## config.mk

```make
export PLATFORM = sky130hd
export DESIGN_NAME = pc_unit
export DESIGN_NICKNAME = d
export VERILOG_FILES = /design/src/rtl/pc_unit.sv
export SDC_FILE = /design/constraint.sdc
export NUM_CORES = 1
export LEC_CHECK = 0
export BUFFER_PORTS_ARGS = -buffer_cell sky130_fd_sc_hd__buf_2
export CAP_MARGIN = 25
export CORE_ASPECT_RATIO = 2
export CORE_MARGIN = 5
export CORE_UTILIZATION = 45
export DETAILED_ROUTE_END_ITERATION = 16
export GPL_TIMING_DRIVEN = 1
export HOLD_SLACK_MARGIN = 0.03
export PLACE_DENSITY = 0.69
export SYNTH_ARGS = -nofsm -noshare
export SYNTH_HDL_FRONTEND = slang
export SYNTH_SLANG_ARGS = --single-unit
```

## constraint.sdc

```tcl
create_clock -name clk -period 2.08 [get_ports clk]
set_input_delay 0.312 -clock clk [delete_from_list [all_inputs] [get_ports clk]]
set_output_delay 0.312 -clock clk [all_outputs]
set_load 0.01 [all_outputs]
```

## src/rtl/pc_unit.sv

```systemverilog
// ============================================================================
// Module   : pc_unit
// Brief    : Program-counter unit with next-PC selection, stall-time redirect
//            buffering, misaligned-target fault and fetch handshake.
// Revision : 1.0
// ============================================================================
`default_nettype none

module pc_unit #(
    parameter int              XLEN       = 32,
    parameter logic [XLEN-1:0] RESET_ADDR = '0,
    parameter int              INC        = 4,
    parameter int              ALIGN_BITS = 2
) (
    input  logic            clk,
    input  logic            rst,
    input  logic            i_stall,
    input  logic            i_redirect_valid,
    input  logic [XLEN-1:0] i_redirect_target,
    input  logic            i_trap_valid,
    input  logic [XLEN-1:0] i_trap_vec,
    input  logic            i_fetch_ready,
    output logic [XLEN-1:0] o_pc_curr,
    output logic            o_pc_valid,
    output logic            o_pc_misaligned,
    output logic [XLEN-1:0] o_fault_addr
);

    localparam logic [1:0] c_ST_BOOT  = 2'd0;
    localparam logic [1:0] c_ST_RUN   = 2'd1;
    localparam logic [1:0] c_ST_FAULT = 2'd2;

    // Mask of the low bits that must be zero; shift form also covers ALIGN_BITS=0.
    localparam logic [XLEN-1:0] c_ALIGN_MASK = (XLEN'(1) << ALIGN_BITS) - XLEN'(1);
    localparam logic [XLEN-1:0] c_INC        = XLEN'(INC);

    logic [1:0]      r_state;
    logic [XLEN-1:0] r_pc;
    logic            r_pend_valid;
    logic [XLEN-1:0] r_pend_target;
    logic            r_misaligned;
    logic [XLEN-1:0] r_fault_addr;

    logic [1:0]      w_state_nxt;
    logic [XLEN-1:0] w_pc_nxt;
    logic            w_pend_valid_nxt;
    logic [XLEN-1:0] w_pend_target_nxt;
    logic            w_misaligned_nxt;
    logic [XLEN-1:0] w_fault_addr_nxt;

    logic [XLEN-1:0] w_trap_pc;
    logic [XLEN-1:0] w_apply_tgt;
    logic            w_apply_misal;

    assign w_trap_pc     = i_trap_vec & ~c_ALIGN_MASK;
    // A fresh redirect always wins over the buffered one.
    assign w_apply_tgt   = i_redirect_valid ? i_redirect_target : r_pend_target;
    assign w_apply_misal = |(w_apply_tgt & c_ALIGN_MASK);

    // State and datapath register
    always_ff @(posedge clk) begin
        if (rst) begin
            r_state       <= c_ST_BOOT;
            r_pc          <= RESET_ADDR;
            r_pend_valid  <= 1'b0;
            r_pend_target <= '0;
            r_misaligned  <= 1'b0;
            r_fault_addr  <= '0;
        end else begin
            r_state       <= w_state_nxt;
            r_pc          <= w_pc_nxt;
            r_pend_valid  <= w_pend_valid_nxt;
            r_pend_target <= w_pend_target_nxt;
            r_misaligned  <= w_misaligned_nxt;
            r_fault_addr  <= w_fault_addr_nxt;
        end
    end

    // Next-state and next-PC selection
    always_comb begin
        w_state_nxt       = r_state;
        w_pc_nxt          = r_pc;
        w_pend_valid_nxt  = r_pend_valid;
        w_pend_target_nxt = r_pend_target;
        w_misaligned_nxt  = r_misaligned;
        w_fault_addr_nxt  = r_fault_addr;

        case (r_state)
            c_ST_BOOT: begin
                w_state_nxt = c_ST_RUN;
                if (i_trap_valid) begin
                    w_pc_nxt         = w_trap_pc;
                    w_pend_valid_nxt = 1'b0;
                end
            end

            c_ST_RUN: begin
                if (i_trap_valid) begin
                    w_pc_nxt         = w_trap_pc;
                    w_pend_valid_nxt = 1'b0;
                end else if (i_redirect_valid && i_stall) begin
                    w_pend_target_nxt = i_redirect_target;
                    w_pend_valid_nxt  = 1'b1;
                end else if (!i_stall && (i_redirect_valid || r_pend_valid)) begin
                    w_pend_valid_nxt = 1'b0;
                    if (w_apply_misal) begin
                        w_state_nxt      = c_ST_FAULT;
                        w_misaligned_nxt = 1'b1;
                        w_fault_addr_nxt = w_apply_tgt;
                    end else begin
                        w_pc_nxt = w_apply_tgt;
                    end
                end else if (i_fetch_ready && !i_stall) begin
                    w_pc_nxt = r_pc + c_INC;
                end
            end

            c_ST_FAULT: begin
                if (i_trap_valid) begin
                    w_state_nxt      = c_ST_RUN;
                    w_pc_nxt         = w_trap_pc;
                    w_misaligned_nxt = 1'b0;
                    w_pend_valid_nxt = 1'b0;
                end
            end

            default: begin
                w_state_nxt = c_ST_BOOT;
            end
        endcase
    end

    // Outputs depend only on registered state
    always_comb begin
        o_pc_valid      = (r_state == c_ST_RUN);
        o_pc_curr       = r_pc;
        o_pc_misaligned = r_misaligned;
        o_fault_addr    = r_fault_addr;
    end

endmodule

`default_nettype wire

```

== Yosys cells after proc, flatten, opt, wreduce, memory -nomap -nowiden ==
Index checks and enable logic that the tools add are counted.

* Latch bits: 0
* Flip-flop bits (word level): 100
* Output and inout port bits: 66
* Memory bits (writable): 0
* Input port bits: 70
* Memories: 0
* Logic and storage cells: 61
* Bits in read-only memories: 0

* Bitwise operators: 2
* $add $sub $neg: 1
* Eq/ne operators: 12
* Reduce and logical (&&, ||, !) cells: 16
* Shift-type cells: 0
* Divide/modulo/power cells: 0
* Magnitude comparators: 0
* $mul: 0
* Mux-type cells: 24

{| class="wikitable"
|+ Operators with widths
! cell !! number
|-
| $mux W32 || 7
|-
| $pmux W32 S2 || 1
|-
| $add A32 B3 Y32 const B || 1
|-
| $reduce_and A5 Y1 || 3
|-
| $mux W2 || 5
|-
| $mux W1 || 8
|-
| $ne A4 B2 Y1 const B || 2
|-
| $ne A2 B1 Y1 const B || 3
|-
| $ne A2 B2 Y1 const B || 3
|-
| $pmux W2 S3 || 1
|-
| $reduce_and A3 Y1 || 2
|-
| $reduce_and A6 Y1 || 1
|-
| $ne A4 B4 Y1 const B || 1
|-
| $pmux W1 S2 || 2
|-
| $reduce_bool A2 Y1 || 2
|-
| $reduce_or A2 Y1 || 2
|-
| $logic_and A1 B1 Y1 || 3
|-
| $ne A3 B3 Y1 const B || 1
|-
| $eq A2 B1 Y1 const B || 1
|-
| $eq A2 B2 Y1 const B || 1
|-
| $logic_not A2 Y1 || 1
|-
| $not A1 Y1 || 2
|-
| $logic_not A1 Y1 || 1
|-
| $logic_or A1 B1 Y1 || 1
|}

== Depth between registers and ports, before layout ==
* Word-level depth: 7
* Mapped depth: 8
* Gate-level depth less buffers: 6

== Worst setup path before layout ==
Ideal clock, no wire load.

* Path type: register to register
* From: register r_pc[4], in the netlist o_pc_curr[4]
* To: register r_pc[19], in the netlist o_pc_curr[19]
* Period minus slack after synthesis: 1.848 ns
* Slack: 0.232 ns
* Data arrival time: 1.732 ns
* Path buffers: 1
* Required time: 1.964 ns
* Library setup time: 0.116 ns
* Stages on the path, launching flop included: 7
* Path through: dfxtp_1 -> nand3_1 -> or3_1 -> clkbuf_1 -> o41ai_1 -> o211ai_1 -> a31o_2

* Longest elaborated chain between the ends: 6

{| class="wikitable"
|+ RTL lines
! element !! line !! source
|-
| start: declaration || 38 || <nowiki>logic [XLEN-1:0] r_pc;</nowiki>
|-
| start signal: assignment || 71 || <nowiki>r_pc <= w_pc_nxt;</nowiki>
|-
| $add A32 B3 Y32 || 114 || <nowiki>w_pc_nxt = r_pc + c_INC;</nowiki>
|-
| $mux W32 || 113 || <nowiki>end else if (i_fetch_ready && !i_stall) begin</nowiki>
|-
| $mux W32 || 104 || <nowiki>end else if (!i_stall && (i_redirect_valid || r_pend_valid)) begin</nowiki>
|-
| $mux W32 || 101 || <nowiki>end else if (i_redirect_valid && i_stall) begin</nowiki>
|-
| $mux W32 || 98 || <nowiki>if (i_trap_valid) begin</nowiki>
|-
| $pmux W32 S2 || 88 || <nowiki>case (r_state)</nowiki>
|}

Every way passes these cells. The select of a mux whose other input is x is not followed.
A chain may end at the register's enable or synchronous reset.

== Worst setup path in the final report ==
* From: register r_pc[14], in the netlist o_pc_curr[14]
* To: register r_pc[19], in the netlist o_pc_curr[19]

Same word-level chain as after synthesis.

==> run metrics <==
status finished clean; crit-path max FO 7; first-pass GRT wire length roughly 25000 um; Worst path top cell family by delay simple AND/OR/NAND/NOR gates; most frequent CP cell nand3_1; hold crit path type in -> reg; Sw Pwr between 1 and 1.5 mW; final wirelength 15700 um; Vias 5177; total grt overflow 0; count of flip-flops with a built-in enable after synthesis 0; final hold violations 0; initial DRC count 286; ys async rst share 0%; final critical-path required period around 1.9 ns; clock buffer depth 2; num rows 54; postcts setup bufs 0; initial core utilization 46.0%; crit path cell chain nand3_1 -> nor4_2 -> nand3_1 -> a2111oi_0 -> a31o_2; clk_skew between 0.005 and 0.006 ns; Die H 160 um; Max stage delay on crit path 0.51 ns; Max VDD drop ~0.00058 V; WL/cell ~17 um; fin crit share about nine tenths; setup TNS 0 ns; # DRC 0; CTS H-tree lvls 3; Sw Share 28.5%; clk_lat worst skew 0.35 ns; Netlist Area Pre-Place about 0.0050 sq mm; prevailing post-synth register cell dfxtp_1; CTS tree yes; Non-Filler Instances 901; Final GP Congestion between 0.9 and 1; CTS Root Cell clkbuf_16; placed cell count 885; Clk network pwr share 37.6%; P_leak approximately 2.5 nW; Die Footprint 0.0135 sq mm; post-route ant nets 0; Seq/Total Area, Yosys 39.8%; Detail Placement HPWL 11700 um; final setup margin 0.172 ns; IO Pins 136; Warnings, synthesis 0; Sequential cell area approximately 0.002 sq mm; Setup crit start kind register; CTS Buf Count 9; #FFs+latches synth 100; Crit path required time 2.38 ns; area grow syn2layout 23.5%; footprint of the multi-input gates 0.00275 sq mm; drt pass-1 iters 5; Clock Sinks 100; max_cap viols 0; Int Power 3.13 mW; Final Util around 57%; fmax 524 MHz; die width ~85 um; CP arrival 2.20 ns; largest net degree at the start of global routing 67; crit path kind reg -> reg; syn_area_per_cell 7.97 sq um; dpl ws ~0.13 ns; Final setup violation count 0; Yosys cell types 50; max-slew violations 0; Antenna diodes 0; Synth Instances 631; CP bufs+invs 0; Clock Pin Slew Worst Setup and Hold Paths 0.07 ns; initial antenna violation count 0; worst-margin pin slew 0.474 ns; Comb power frac 14.9%; Layout fillers 1070; core area 0.0109 sq mm; GRT Total Usage 22.7%; Critical Path Slowest Stage Cell a2111oi_0; most common cell after layout, fill and taps aside buf_2; RSZ-0062 raised after global routing false; synthesized net count 702; commonest cells after routing, fill and taps aside buf_2 (133), dfxtp_1 (100), nand2_1 (93); Vias/cell approximately 5.7; Nets 827; PD cells 703 mW/mm^2; Slew HR between 60 and 70%; number of global-route vias before repair 4983; Crit. End Element register; IO buf count 133; fraction of layout instances using a drive strength above 1 25.9%; Reg power frac a little under half
## power groups by stage
stage / Sequential (mW) / Combinational (mW) / Clock, mW
floorplan: 2.13 / 0.365 / 0
global placement: 2.11 / 0.633 / 0
global route: 2.09 / 0.714 / 1.77
finish: 2.07 / 0.653 / 1.64
detailed placement: 2.12 / 0.648 / 0
CTS: 2.07 / 0.650 / 1.68
## worst reg2reg max path, cell delays in order, from the launching register on
cell	delay, ns
dfxtp_1	0.43
nand3_1	0.28
nor4_2	0.37
nand3_1	0.10
a2111oi_0	0.51
a31o_2	0.17
## layer usage
metal	GRT usage [%]	wire length [um]	vias to the layer above
li1	-	-	2549
met1	27.1	6110	2381
met2	38.4	8070	205
met3	3.83	891	42
met4	11.9	599	0
met5	0	0	-
## synth_stat cells, drive strengths merged (2+ instances only)
cell	n	share of area, %
o41ai	4	0.70
nor3b	2	0.30
and3	7	0.87
nor3	26	2.6
a211oi	36	5.4
nand3b	2	0.30
a31oi	6	0.75
a221oi	5	0.99
o21a	2	0.30
inv	13	0.97
nand3	19	2.1
dfxtp	100	40
nand2	94	7.1
a21oi	72	7.2
a21o	3	0.45
o22ai	2	0.25
o31ai	10	1.5
and2	3	0.37
nand2b	6	0.75
o211ai	5	0.75
nor4	6	1.3
clkbuf	31	2.3
nor2	54	4.1
o2bb2ai	4	0.70
o31a	6	1.0
o32ai	11	1.9
mux2i	33	6.6
or3	4	0.50
nor2b	4	0.50
buf	20	2.6
nand4	9	1.1
o21ai	22	2.2
## cell families after synthesis
logic type	after synthesis	synth area share [%]
flip-flops	100	39.8
XOR/XNOR	1	0.174
AO/OA/AOI/OAI	193	25.0
buffers and inverters	64	5.84
AND/OR/NAND/NOR	239	22.4
multiplexers	33	6.57
adder cells (fa/ha/maj)	1	0.249
## per-stage QoR
stage / instance area [sq um] / hold WS [ns] / total power, mW
2_1_floorplan: 5030 / 0.391 / 2.49
3_5_place_dp: 5920 / 0.443 / 2.77
6_report: 6210 / 0.209 / 4.37
3_3_place_gp: 5920 / 0.440 / 2.75
4_1_cts: 6210 / 0.201 / 4.40
5_1_grt: 6210 / 0.203 / 4.57
## final timing paths
check	endpoint	slack, ns	cells after the start	startpoint
setup / recovery	o_pc_curr[19]	0.17	5	o_pc_curr[14]
hold / removal	r_pend_target[25]	0.21	3	i_redirect_target[25]
setup reg to reg	o_pc_curr[19]	0.17	5	o_pc_curr[14]
hold reg to reg	r_pend_target[12]	0.45	2	r_pend_target[12]
## sequential cells by signal (all words and copies together), names as in the netlist
| signal | cells |
|---|---|
| o_fault_addr | 32 |
| o_pc_curr | 32 |
| o_pc_misaligned | 1 |
| r_pend_target | 32 |
| r_pend_valid | 1 |
| r_state | 2 |
## area by class of cell
class	instances	area share, %
multi-input combinational	467	44.3
sequential	100	32.2
timing repair buffer	165	15.2
clock buffer	10	3.85
tap	140	2.82
clock inverter	6	0.846
inverter	13	0.785
## repair_timing
item / in CTS / in global routing
hold buffers: 0 / 0
setup endpoints to repair: 0 / 1
resized for setup: 0 / 1
hold endpoints to repair: 0 / 0
Power figures use the tool's default switching activity.
